## src/rtl/uart_cmd_pkg.sv

```systemverilog
// uart_cmd_pkg: shared definitions for the UART command decoder.
//   - ASCII command byte constants (lower case; upper case is folded before lookup)
//   - Pulse bit indices for ascii_d and mode-register indices
//   - FSM state encoding
//   - decode_cmd(): maps one received byte to pulse / toggle / error fields
package uart_cmd_pkg;

  // Action commands
  localparam logic [7:0] AsciiRunStop = 8'h72;  // 'r'
  localparam logic [7:0] AsciiClear   = 8'h63;  // 'c'
  localparam logic [7:0] AsciiUp      = 8'h75;  // 'u'
  localparam logic [7:0] AsciiDown    = 8'h64;  // 'd'
  localparam logic [7:0] AsciiSpare   = 8'h78;  // 'x'

  // Mode toggles
  localparam logic [7:0] AsciiUpDown  = 8'h6D;  // 'm'
  localparam logic [7:0] AsciiStopw   = 8'h77;  // 'w'
  localparam logic [7:0] AsciiHmSms   = 8'h68;  // 'h'
  localparam logic [7:0] AsciiWatchSt = 8'h73;  // 's'
  localparam logic [7:0] AsciiHumiTmp = 8'h74;  // 't'

  // Silently consumed bytes
  localparam logic [7:0] AsciiCr      = 8'h0D;
  localparam logic [7:0] AsciiLf      = 8'h0A;
  localparam logic [7:0] AsciiSpace   = 8'h20;

  // ascii_d bit indices
  localparam int unsigned RUN_STOP = 0;
  localparam int unsigned CLEAR    = 1;
  localparam int unsigned UP       = 2;
  localparam int unsigned DOWN     = 3;
  localparam int unsigned SPARE    = 4;

  // Mode register indices
  localparam int unsigned MODE_UP_DOWN   = 0;
  localparam int unsigned MODE_STOPW     = 1;
  localparam int unsigned MODE_HM_SMS    = 2;
  localparam int unsigned MODE_WATCH_SET = 3;
  localparam int unsigned MODE_HUMI_TEMP = 4;

  typedef enum logic [1:0] {
    StIdle = 2'd0,
    StEmit = 2'd1,
    StGap  = 2'd2
  } state_e;

  typedef struct packed {
    logic [4:0] pulse;
    logic [4:0] toggle;
    logic       err;
  } cmd_t;

  function automatic cmd_t decode_cmd(input logic [7:0] b);
    cmd_t       c;
    logic [7:0] lc;
    c  = '0;
    lc = b;
    // Fold A-Z onto a-z; other bytes pass through unchanged
    if (b >= 8'h41 && b <= 8'h5A) begin
      lc = b | 8'h20;
    end
    case (lc)
      AsciiRunStop: c.pulse[RUN_STOP]        = 1'b1;
      AsciiClear:   c.pulse[CLEAR]           = 1'b1;
      AsciiUp:      c.pulse[UP]              = 1'b1;
      AsciiDown:    c.pulse[DOWN]            = 1'b1;
      AsciiSpare:   c.pulse[SPARE]           = 1'b1;
      AsciiUpDown:  c.toggle[MODE_UP_DOWN]   = 1'b1;
      AsciiStopw:   c.toggle[MODE_STOPW]     = 1'b1;
      AsciiHmSms:   c.toggle[MODE_HM_SMS]    = 1'b1;
      AsciiWatchSt: c.toggle[MODE_WATCH_SET] = 1'b1;
      AsciiHumiTmp: c.toggle[MODE_HUMI_TEMP] = 1'b1;
      AsciiCr, AsciiLf, AsciiSpace: ;
      default:      c.err                    = 1'b1;
    endcase
    return c;
  endfunction

endpackage

```

## src/rtl/cmd_fifo.sv

```systemverilog
// cmd_fifo: synchronous FIFO with first-word fall-through head (dout = current head).
// Ports:
//   clk, reset      - clock, synchronous active-high reset (empties the FIFO)
//   wr_en, din      - write request and data; ignored while full
//   rd_en, dout     - pop request and head data; ignored while empty
//   full, empty     - status from the registered count (pre-pop)
module cmd_fifo #(
  parameter int unsigned WIDTH = 8,
  parameter int unsigned DEPTH = 4
) (
  input  logic             clk,
  input  logic             reset,
  input  logic             wr_en,
  input  logic             rd_en,
  input  logic [WIDTH-1:0] din,
  output logic [WIDTH-1:0] dout,
  output logic             full,
  output logic             empty
);

  localparam int unsigned AddrW = $clog2(DEPTH);
  localparam int unsigned CntW  = AddrW + 1;

  logic [WIDTH-1:0] r_mem [DEPTH];
  logic [AddrW-1:0] r_wr_ptr;
  logic [AddrW-1:0] r_rd_ptr;
  logic [CntW-1:0]  r_count;

  logic w_wr;
  logic w_rd;

  assign full  = (r_count == CntW'(DEPTH));
  assign empty = (r_count == '0);
  assign dout  = r_mem[r_rd_ptr];

  // Fullness uses the count before any same-cycle pop, so a write into a
  // full FIFO is dropped even if the head is leaving this cycle.
  assign w_wr = wr_en && !full;
  assign w_rd = rd_en && !empty;

  always_ff @(posedge clk) begin
    if (reset) begin
      r_wr_ptr <= '0;
      r_rd_ptr <= '0;
      r_count  <= '0;
    end else begin
      if (w_wr) begin
        r_mem[r_wr_ptr] <= din;
        r_wr_ptr        <= r_wr_ptr + AddrW'(1);
      end
      if (w_rd) begin
        r_rd_ptr <= r_rd_ptr + AddrW'(1);
      end
      case ({w_wr, w_rd})
        2'b10:   r_count <= r_count + CntW'(1);
        2'b01:   r_count <= r_count - CntW'(1);
        default: r_count <= r_count;
      endcase
    end
  end

endmodule

```

## src/rtl/uart_cmd_decoder.sv

```systemverilog
// uart_cmd_decoder: buffers UART RX bytes and turns each into either a one-cycle
// action pulse on ascii_d or a flip of one mode register, with GAP_CYCLES idle
// cycles after every consumed byte.
// Ports:
//   clk, reset              - clock, synchronous active-high reset
//   rx_data, rx_done        - received byte and its one-cycle strobe
//   ascii_d[4:0]            - one-hot action pulses (run/stop, clear, up, down, spare)
//   ascii_up_down, ascii_stopwatch_watch, ascii_hm_sms,
//   ascii_watch_set, ascii_humi_temp - toggled mode registers
//   o_overflow              - sticky, a byte was dropped on a full FIFO
//   o_err_cnt               - saturating count of unrecognised bytes
//   o_busy                  - FIFO non-empty or FSM not idle
module uart_cmd_decoder
  import uart_cmd_pkg::*;
#(
  parameter int unsigned FIFO_DEPTH = 4,
  parameter int unsigned GAP_CYCLES = 2
) (
  input  logic       clk,
  input  logic       reset,
  input  logic [7:0] rx_data,
  input  logic       rx_done,
  output logic [4:0] ascii_d,
  output logic       ascii_up_down,
  output logic       ascii_stopwatch_watch,
  output logic       ascii_hm_sms,
  output logic       ascii_watch_set,
  output logic       ascii_humi_temp,
  output logic       o_overflow,
  output logic [7:0] o_err_cnt,
  output logic       o_busy
);

  localparam int unsigned GapW = $clog2(GAP_CYCLES + 1);

  logic [7:0]  w_head;
  logic        w_full;
  logic        w_empty;
  logic        w_rd_en;
  cmd_t        w_cmd;

  state_e      r_state;
  state_e      w_state_next;
  logic [GapW-1:0] r_gap_cnt;
  logic [GapW-1:0] w_gap_cnt_next;

  logic [4:0]  r_ascii_d;
  logic [4:0]  r_modes;
  logic        r_overflow;
  logic [7:0]  r_err_cnt;

  cmd_fifo #(
    .WIDTH (8),
    .DEPTH (FIFO_DEPTH)
  ) u_fifo (
    .clk   (clk),
    .reset (reset),
    .wr_en (rx_done),
    .rd_en (w_rd_en),
    .din   (rx_data),
    .dout  (w_head),
    .full  (w_full),
    .empty (w_empty)
  );

  assign w_cmd = decode_cmd(w_head);

  always_ff @(posedge clk) begin
    if (reset) begin
      r_state   <= StIdle;
      r_gap_cnt <= '0;
    end else begin
      r_state   <= w_state_next;
      r_gap_cnt <= w_gap_cnt_next;
    end
  end

  always_comb begin
    w_state_next   = r_state;
    w_gap_cnt_next = r_gap_cnt;
    w_rd_en        = 1'b0;
    unique case (r_state)
      StIdle: begin
        if (!w_empty) begin
          w_rd_en      = 1'b1;
          w_state_next = StEmit;
        end
      end
      StEmit: begin
        w_gap_cnt_next = GapW'(GAP_CYCLES);
        w_state_next   = StGap;
      end
      StGap: begin
        w_gap_cnt_next = r_gap_cnt - GapW'(1);
        // Counter reaching zero on this decrement ends the gap
        if (r_gap_cnt == GapW'(1)) begin
          w_state_next = StIdle;
        end
      end
      default: begin
        w_state_next = StIdle;
      end
    endcase
  end

  // The pulse register is loaded on the pop edge (entering EMIT) and cleared on
  // the next edge, so ascii_d is high exactly for the EMIT cycle.
  always_ff @(posedge clk) begin
    if (reset) begin
      r_ascii_d  <= '0;
      r_modes    <= '0;
      r_overflow <= 1'b0;
      r_err_cnt  <= '0;
    end else begin
      r_ascii_d <= '0;
      if (w_rd_en) begin
        r_ascii_d <= w_cmd.pulse;
        r_modes   <= r_modes ^ w_cmd.toggle;
        if (w_cmd.err && (r_err_cnt != 8'hFF)) begin
          r_err_cnt <= r_err_cnt + 8'd1;
        end
      end
      if (rx_done && w_full) begin
        r_overflow <= 1'b1;
      end
    end
  end

  assign ascii_d               = r_ascii_d;
  assign ascii_up_down         = r_modes[MODE_UP_DOWN];
  assign ascii_stopwatch_watch = r_modes[MODE_STOPW];
  assign ascii_hm_sms          = r_modes[MODE_HM_SMS];
  assign ascii_watch_set       = r_modes[MODE_WATCH_SET];
  assign ascii_humi_temp       = r_modes[MODE_HUMI_TEMP];
  assign o_overflow            = r_overflow;
  assign o_err_cnt             = r_err_cnt;
  assign o_busy                = !w_empty || (r_state != StIdle);

endmodule

```

## config.mk

```make
export PLATFORM = sky130hd
export DESIGN_NAME = uart_cmd_decoder
export DESIGN_NICKNAME = d
export VERILOG_FILES = /design/src/rtl/uart_cmd_pkg.sv /design/src/rtl/cmd_fifo.sv /design/src/rtl/uart_cmd_decoder.sv
export SDC_FILE = /design/constraint.sdc
export NUM_CORES = 1
export LEC_CHECK = 0
export CAP_MARGIN = 0
export CORE_UTILIZATION = 56
export CTS_CLUSTER_SIZE = 30
export DETAILED_ROUTE_END_ITERATION = 10
export GPL_TIMING_DRIVEN = 0
export PLACE_DENSITY_LB_ADDON = 0.12
export SYNTH_ARGS = -nofsm -noshare
export SYNTH_HDL_FRONTEND = slang
export SYNTH_HIERARCHICAL = 1
export SYNTH_SLANG_ARGS = --single-unit
```

## constraint.sdc

```tcl
create_clock -name clk -period 2.95 [get_ports clk]
set_input_delay 0.59 -clock clk [delete_from_list [all_inputs] [get_ports clk]]
set_output_delay 0.59 -clock clk [all_outputs]
set_load 0.05 [all_outputs]
```

==> impl_metrics.toml, run 1 <==
[layout]
layout-drive-gt1-share = 0.132
n_fill_cell = 393
fin_nets = 306
fin_cells = 358
fin_area_sq_um = 3530
antenna_cells = 0
area.growth.synth_to_final_pct = 20.1

[floorplanning]
die-area_sq_um = 5540
die_w_microns = 74.5
die_height_microns = 74.5
rows = 26
start_util = 0.579
io_pins = 31
core_area_sq_um = 5070

[critical_path]
startpoint_type = "register"
cp_slowest_cell = "mux4_2"
worstSetupEndpointType = "register"
worstSetupPathType = "register to register"
crit_family = "multiplexers"
crit_chain = "clkbuf_4 -> mux4_2 -> buf_4 -> nand4b_1 -> a21oi_1 -> o311a_1 -> buf_6 -> nor4bb_1 -> mux2_1"
critical_path_arrival_ns = 2.97
crit_path_max_fanout = 10
critical_path_buf_inv_count = 3
critical_path.max_stage_delay_ns = 0.56
required_ns = 3.17

[clock_network]
clkTransAtPathRegs_ns = 0.07
h-tree-depth = 3
cts_resized = 0
clockBufferDepth = 2
cts_hold_buf = 0
post_cts_buffers = 0
clk_latency_ns = 0.34
cts_made_buffers = 9
clock-sinks = 64
cts_tree = "yes"
cts_root_buf = "clkbuf_8"

[synthesis]
synth_edf_count = 32
syn_inst = 242
synth_seq_cells = 64
syn-num-nets = 265
synthDistinctLibCells = 51
synth_area_sq_um = 2940
synth_warnings = 6
avgSynthCellArea_sq_um = 12.2
ys_seq_area_frac = 0.545
synthArstFlopShare = 0
synth_top_flop_cell = "edfxtp_1"

[routing]
wire_per_inst_microns = 14.1
remaining_drc_errors = 0
routed_wirelength_microns = 5050
initialDrtViolationCount = 86
antenna_left = 0
vias = 1939
dr.pass1.iters = 4
avgViaCountPerCell = 5.42

[sta]
setup_viol = 0
rsz0062_at_grt = "false"
clock_skew_ns = 0.0126
finalCritPeriodShare = 0.931
drv_slew = 0
max_freq_mhz = 364
hold_violations = 0
worstMarginPinSlew_ns = 1.30
setup_slack_ns = 0.205
max-slew-margin-rel = 0.135
period_minus_slack_ns = 2.75
whs_ns = 0.485

[global_routing]
grt_pass1_vias = 1771
grt.total_usage = 0.205
overflow = 0
antenna_found_initial = 0
grt_pass1_wl_microns = 8270
grt_max_degree = 13

[place]
dpl_cell_area_sq_um = 3330
place_hpwl_microns = 3510
port_buffers = 30
dp_slack_ns = -0.0181
gp_congestion = 0.783
dp.cells = 342

[power_and_ir_drop]
p_leak_uw = 0.00125
p_per_area_nw_per_um2 = 801
finalPower_uw = 2830
ir_drop_v = 0.000467

[hold_path]
worstHoldPathType = "register to register"

[status]
status = "finished clean"

[job]
maxCapViolations = 0
[flip-flops by register name, summed over array words and instances, names as in the netlist, 3 cells and up, named ones only]
| name | cells |
|---|---|
| u_fifo/r_mem | 32 |
| o_err_cnt | 8 |
| ascii_d | 5 |
| r_modes | 5 |
| u_fifo/r_count | 3 |
[metrics by stage]
| stage | setup TNS [ns] | utilization |
|---|---|---|
| after CTS | 0 | 0.695 |
| after global routing | 0 | 0.696 |
| after global placement | 0 | 0.656 |
| after floorplan | 0 | - |
| final | 0 | 0.696 |
| after detailed placement | -0.143 | 0.656 |
[worst reg2reg max path, cell delays in order, from the launching register on]
cell	delay (ns)
dfxtp_1	0.31
clkbuf_4	0.23
mux4_2	0.57
buf_4	0.19
nand4b_1	0.10
a21oi_1	0.08
o311a_1	0.35
buf_6	0.14
nor4bb_1	0.34
mux2_1	0.35
[power breakdown]
group / switching (uW) / total (uW) / leakage (uW) / internal (uW)
combinational: 567 / 1000 / 0.000606 / 436
sequential: 61.8 / 1090 / 0.000550 / 1020
clock: 352 / 742 / 0.0000968 / 390
total: 981 / 2830 / 0.00125 / 1850
[kinds of logic after synthesis]
family	Yosys count	share of synthesized area
simple gates	87	0.181
flops	64	0.545
compound gates	28	0.0592
buf+inv	27	0.0455
mux	17	0.0953
fa+ha+maj	12	0.0536
xor+xnor	7	0.0209
[Yosys cell counts (3+ instances only)]
| master | n | area (sq um) |
|---|---|---|
| a21oi_1 | 11 | 55.1 |
| buf_6 | 3 | 33.8 |
| clkbuf_1 | 3 | 11.3 |
| dfxtp_1 | 32 | 641 |
| edfxtp_1 | 32 | 961 |
| ha_1 | 11 | 138 |
| inv_1 | 15 | 56.3 |
| mux2_1 | 4 | 45.0 |
| mux2i_1 | 4 | 40.0 |
| mux4_2 | 8 | 180 |
| nand2_1 | 6 | 22.5 |
| nand2b_1 | 10 | 62.6 |
| nand4_1 | 3 | 18.8 |
| nor2_1 | 19 | 71.3 |
| nor2b_1 | 6 | 37.5 |
| nor3_1 | 9 | 45.0 |
| nor3b_1 | 4 | 30.0 |
| nor4_1 | 3 | 18.8 |
| o21ai_0 | 6 | 30.0 |
| or3_1 | 8 | 50.1 |
| xor2_1 | 6 | 52.6 |
[metal layers]
layer  vias up  wire (microns)  GRT usage
met5         -               0          0
met4         0             100      0.101
met3        10             205     0.0447
met2        51            2390      0.327
met1       911            2350      0.266
li1        967               -          -
[worst paths after layout]
path                                    end  slack (ns)                    start  depth (start not counted)
setup / recovery  o_err_cnt[3]$_SDFFE_PP0P_        0.20                 register                          9
hold / removal      o_overflow$_SDFFE_PP0P_        0.48  o_overflow$_SDFFE_PP0P_                          2
setup reg to reg  o_err_cnt[3]$_SDFFE_PP0P_        0.20                 register                          9
hold reg to reg     o_overflow$_SDFFE_PP0P_        0.48  o_overflow$_SDFFE_PP0P_                          2
[final cells by class]
class                           instances  area [sq um]  share of cell area
Buffer                                 12          80.1              0.0227
Clock buffer                            9           124              0.0351
Clock inverter                          7          72.6              0.0205
Inverter                               15          56.3              0.0159
Multi-Input combinational cell        151          1210               0.343
Sequential cell                        64          1600               0.453
Tap cell                               70          87.6              0.0248
Timing Repair Buffer                   30           300              0.0850
[layout by cell type, fill, tap and decap left out, types with 3 or more instances in the layout]
| cell type | n |
|---|---|
| nor3b_1 | 3 |
| nor3_1 | 9 |
| mux4_2 | 8 |
| nor2_1 | 19 |
| clkdlybuf4s50_1 | 30 |
| ha_1 | 11 |
| nor3b_2 | 3 |
| nand4_1 | 3 |
| o21ai_0 | 6 |
| a21oi_1 | 11 |
| clkbuf_8 | 9 |
| xor2_1 | 6 |
| edfxtp_1 | 32 |
| mux2i_1 | 4 |
| buf_6 | 3 |
| clkinv_4 | 3 |
| nor2b_1 | 6 |
| or3_1 | 8 |
| nor4_1 | 3 |
| nand2_1 | 6 |
| inv_1 | 15 |
| nand2b_1 | 10 |
| clkbuf_1 | 3 |
| mux2_1 | 4 |
| dfxtp_1 | 32 |
Note: power is estimated with default switching activity, not from simulation.
==> inputs of run 2 (changes only) <==
--- a/config.mk
+++ b/config.mk
@@ -6,7 +6,7 @@
 export NUM_CORES = 1
 export LEC_CHECK = 0
 export CAP_MARGIN = 0
-export CORE_UTILIZATION = 56
+export CORE_UTILIZATION = 60
 export CTS_CLUSTER_SIZE = 30
 export DETAILED_ROUTE_END_ITERATION = 10
 export GPL_TIMING_DRIVEN = 0
==> constraint.sdc (replaced) <==
create_clock -name clk -period 3.5 [get_ports clk]
set_input_delay 0.7 -clock clk [delete_from_list [all_inputs] [get_ports clk]]
set_output_delay 0.7 -clock clk [all_outputs]
set_load 0.05 [all_outputs]
==> run 2 against run 1 <==
The run now ends with design-rule violations left. Clock power fell by 19%. Design area is 0.64% lower. Routed wire length down 0.89%. Combinational power fell by 15%. Critical path depth is 6 lower. Global-route usage increased by 1.6 points. Register-to-register slack gained 0.52 ns. First-iteration DRC count is 30% higher. Hold slack gained 0.0041 ns. Non-clock buffer count unchanged. Die area shrank 6.5%. Largest power group unchanged.
==> impl_metrics.toml, run 2 (same netlist as run 1, synthesis figures left out) <==
[sta]
finalCritPeriodShare = 0.794
clock_skew_ns = 0.00609
worstMarginPinSlew_ns = 1.39
setup_tns_ns = 0
drv_slew = 0
setup_viol = 0
period_minus_slack_ns = 2.78
rsz0062_at_grt = "false"
max-slew-margin-rel = 0.0690
max_freq_mhz = 360
hold_violations = 0

[clock_network]
cts_made_buffers = 9
clkTransAtPathRegs_ns = 0.07
cts_tree = "yes"
cts_hold_buf = 0
clock-sinks = 64
cts_root_buf = "clkbuf_8"
h-tree-depth = 3
clk_latency_ns = 0.34
clockBufferDepth = 2
cts_resized = 0
post_cts_buffers = 0

[critical_path]
worstSetupEndpointType = "output port"
required_ns = 2.80
critical_path_buf_inv_count = 1
crit_path_max_fanout = 5
worstSetupPathType = "register to output port"
startpoint_type = "register"
crit_chain = "nor3_1 -> nand2_1 -> clkdlybuf4s50_1"
cp_slowest_cell = "clkdlybuf4s50_1"
critical_path.max_stage_delay_ns = 0.73
critical_path_arrival_ns = 2.08
crit_family = "buffers and inverters"

[place]
port_buffers = 30
gp_congestion = 0.815
dpl_cell_area_sq_um = 3320
place_hpwl_microns = 3520
dp.cells = 339

[routing]
initialDrtViolationCount = 112
avgViaCountPerCell = 5.48
routed_wirelength_microns = 5000
wire_per_inst_microns = 14.1
antenna_left = 0
dr.pass1.iters = 7
vias = 1941
remaining_drc_errors = 2

[layout]
regMostFlops = "u_fifo/r_mem"
largest_register_ff_count = 32
multiInputGateArea_sq_um = 1200
layout-drive-gt1-share = 0.122
fin_nets = 306
fin_area_sq_um = 3510
antenna_cells = 0
seqCellArea_sq_um = 1600
area.growth.synth_to_final_pct = 19.4
n_fill_cell = 323
final_cell_mix = "32 x dfxtp_1, 32 x edfxtp_1, 30 x clkdlybuf4s50_1"
fin_cells = 354

[global_routing]
grt_pass1_vias = 1826
antenna_found_initial = 0
grt_max_degree = 12
grt.total_usage = 0.222
grt_pass1_wl_microns = 8400
overflow = 0

[power_and_ir_drop]
p_per_area_nw_per_um2 = 674
finalPower_uw = 2370
p_leak_uw = 0.00124
ir_drop_v = 0.000358

[floorplanning]
core_area_sq_um = 4720
io_pins = 31
rows = 25
start_util = 0.623
die_height_microns = 72.0
die-area_sq_um = 5180
die_w_microns = 72.0

[status]
violations = "design-rule violations"
status = "finished, violations left"

[job]
maxCapViolations = 0

[hold_path]
worstHoldPathType = "register to register"
## run 2: changes by cell type in the layout (fill, tap and decap cells not counted)
cell,change
nor3b_2,-1
clkinv_4,-2
buf_2,+1
clkinv_1,+1
nor3b_1,+1
clkinv_2,-1
clkbuf_4,-1
clkinvlp_4,+1
## run 2: stage by stage
stage	setup slack, ns	utilization	hold WS [ns]
after floorplan	0.922	-	0.459
after global placement	0.559	0.704	0.462
after detailed placement	0.506	0.704	0.462
after CTS	0.718	0.743	0.491
after global routing	0.536	0.743	0.505
final	0.721	0.743	0.489
## run 2: cell type report
class	count	area share
sequential	64	0.456
multi-input combinational	151	0.343
timing repair buffer	30	0.0856
clock buffer	9	0.0353
tap	67	0.0239
buffer	12	0.0221
clock inverter	6	0.0175
inverter	15	0.0160
## run 2: worst paths after layout
path,start,endpoint,slack (ns),depth (start not counted)
worst min-delay path,o_overflow$_SDFFE_PP0P_,o_overflow$_SDFFE_PP0P_,0.49,2
worst max-delay path,u_fifo/r_count[1]$_SDFFE_PP0P_,o_busy,0.72,3
worst max register to register,register,o_err_cnt[3]$_SDFFE_PP0P_,0.72,8
worst min register to register,o_overflow$_SDFFE_PP0P_,o_overflow$_SDFFE_PP0P_,0.49,2
## run 2: power breakdown
part / total (uW) / internal (uW) / switching, uW
registers: 918 / 863 / 54.7
logic: 846 / 363 / 483
clock network: 602 / 321 / 281
total: 2370 / 1550 / 819
## run 2: per-layer routing
| layer | global-route usage | share of wire | vias up |
|---|---|---|---|
| li1 | - | - | 964 |
| met3 | 0.0667 | 0.041 | 12 |
| met1 | 0.285 | 0.47 | 924 |
| met2 | 0.344 | 0.47 | 41 |
| met5 | 0 | 0 | - |
| met4 | 0.111 | 0.018 | 0 |
## run 2: worst register-to-register path, stage by stage (launching register included)
cell	delay, ns
dfxtp_1	0.31
buf_2	0.26
mux4_2	0.60
buf_6	0.17
or4b_4	0.54
o311a_1	0.19
nor2_4	0.21
nor4bb_1	0.09
mux2_1	0.31
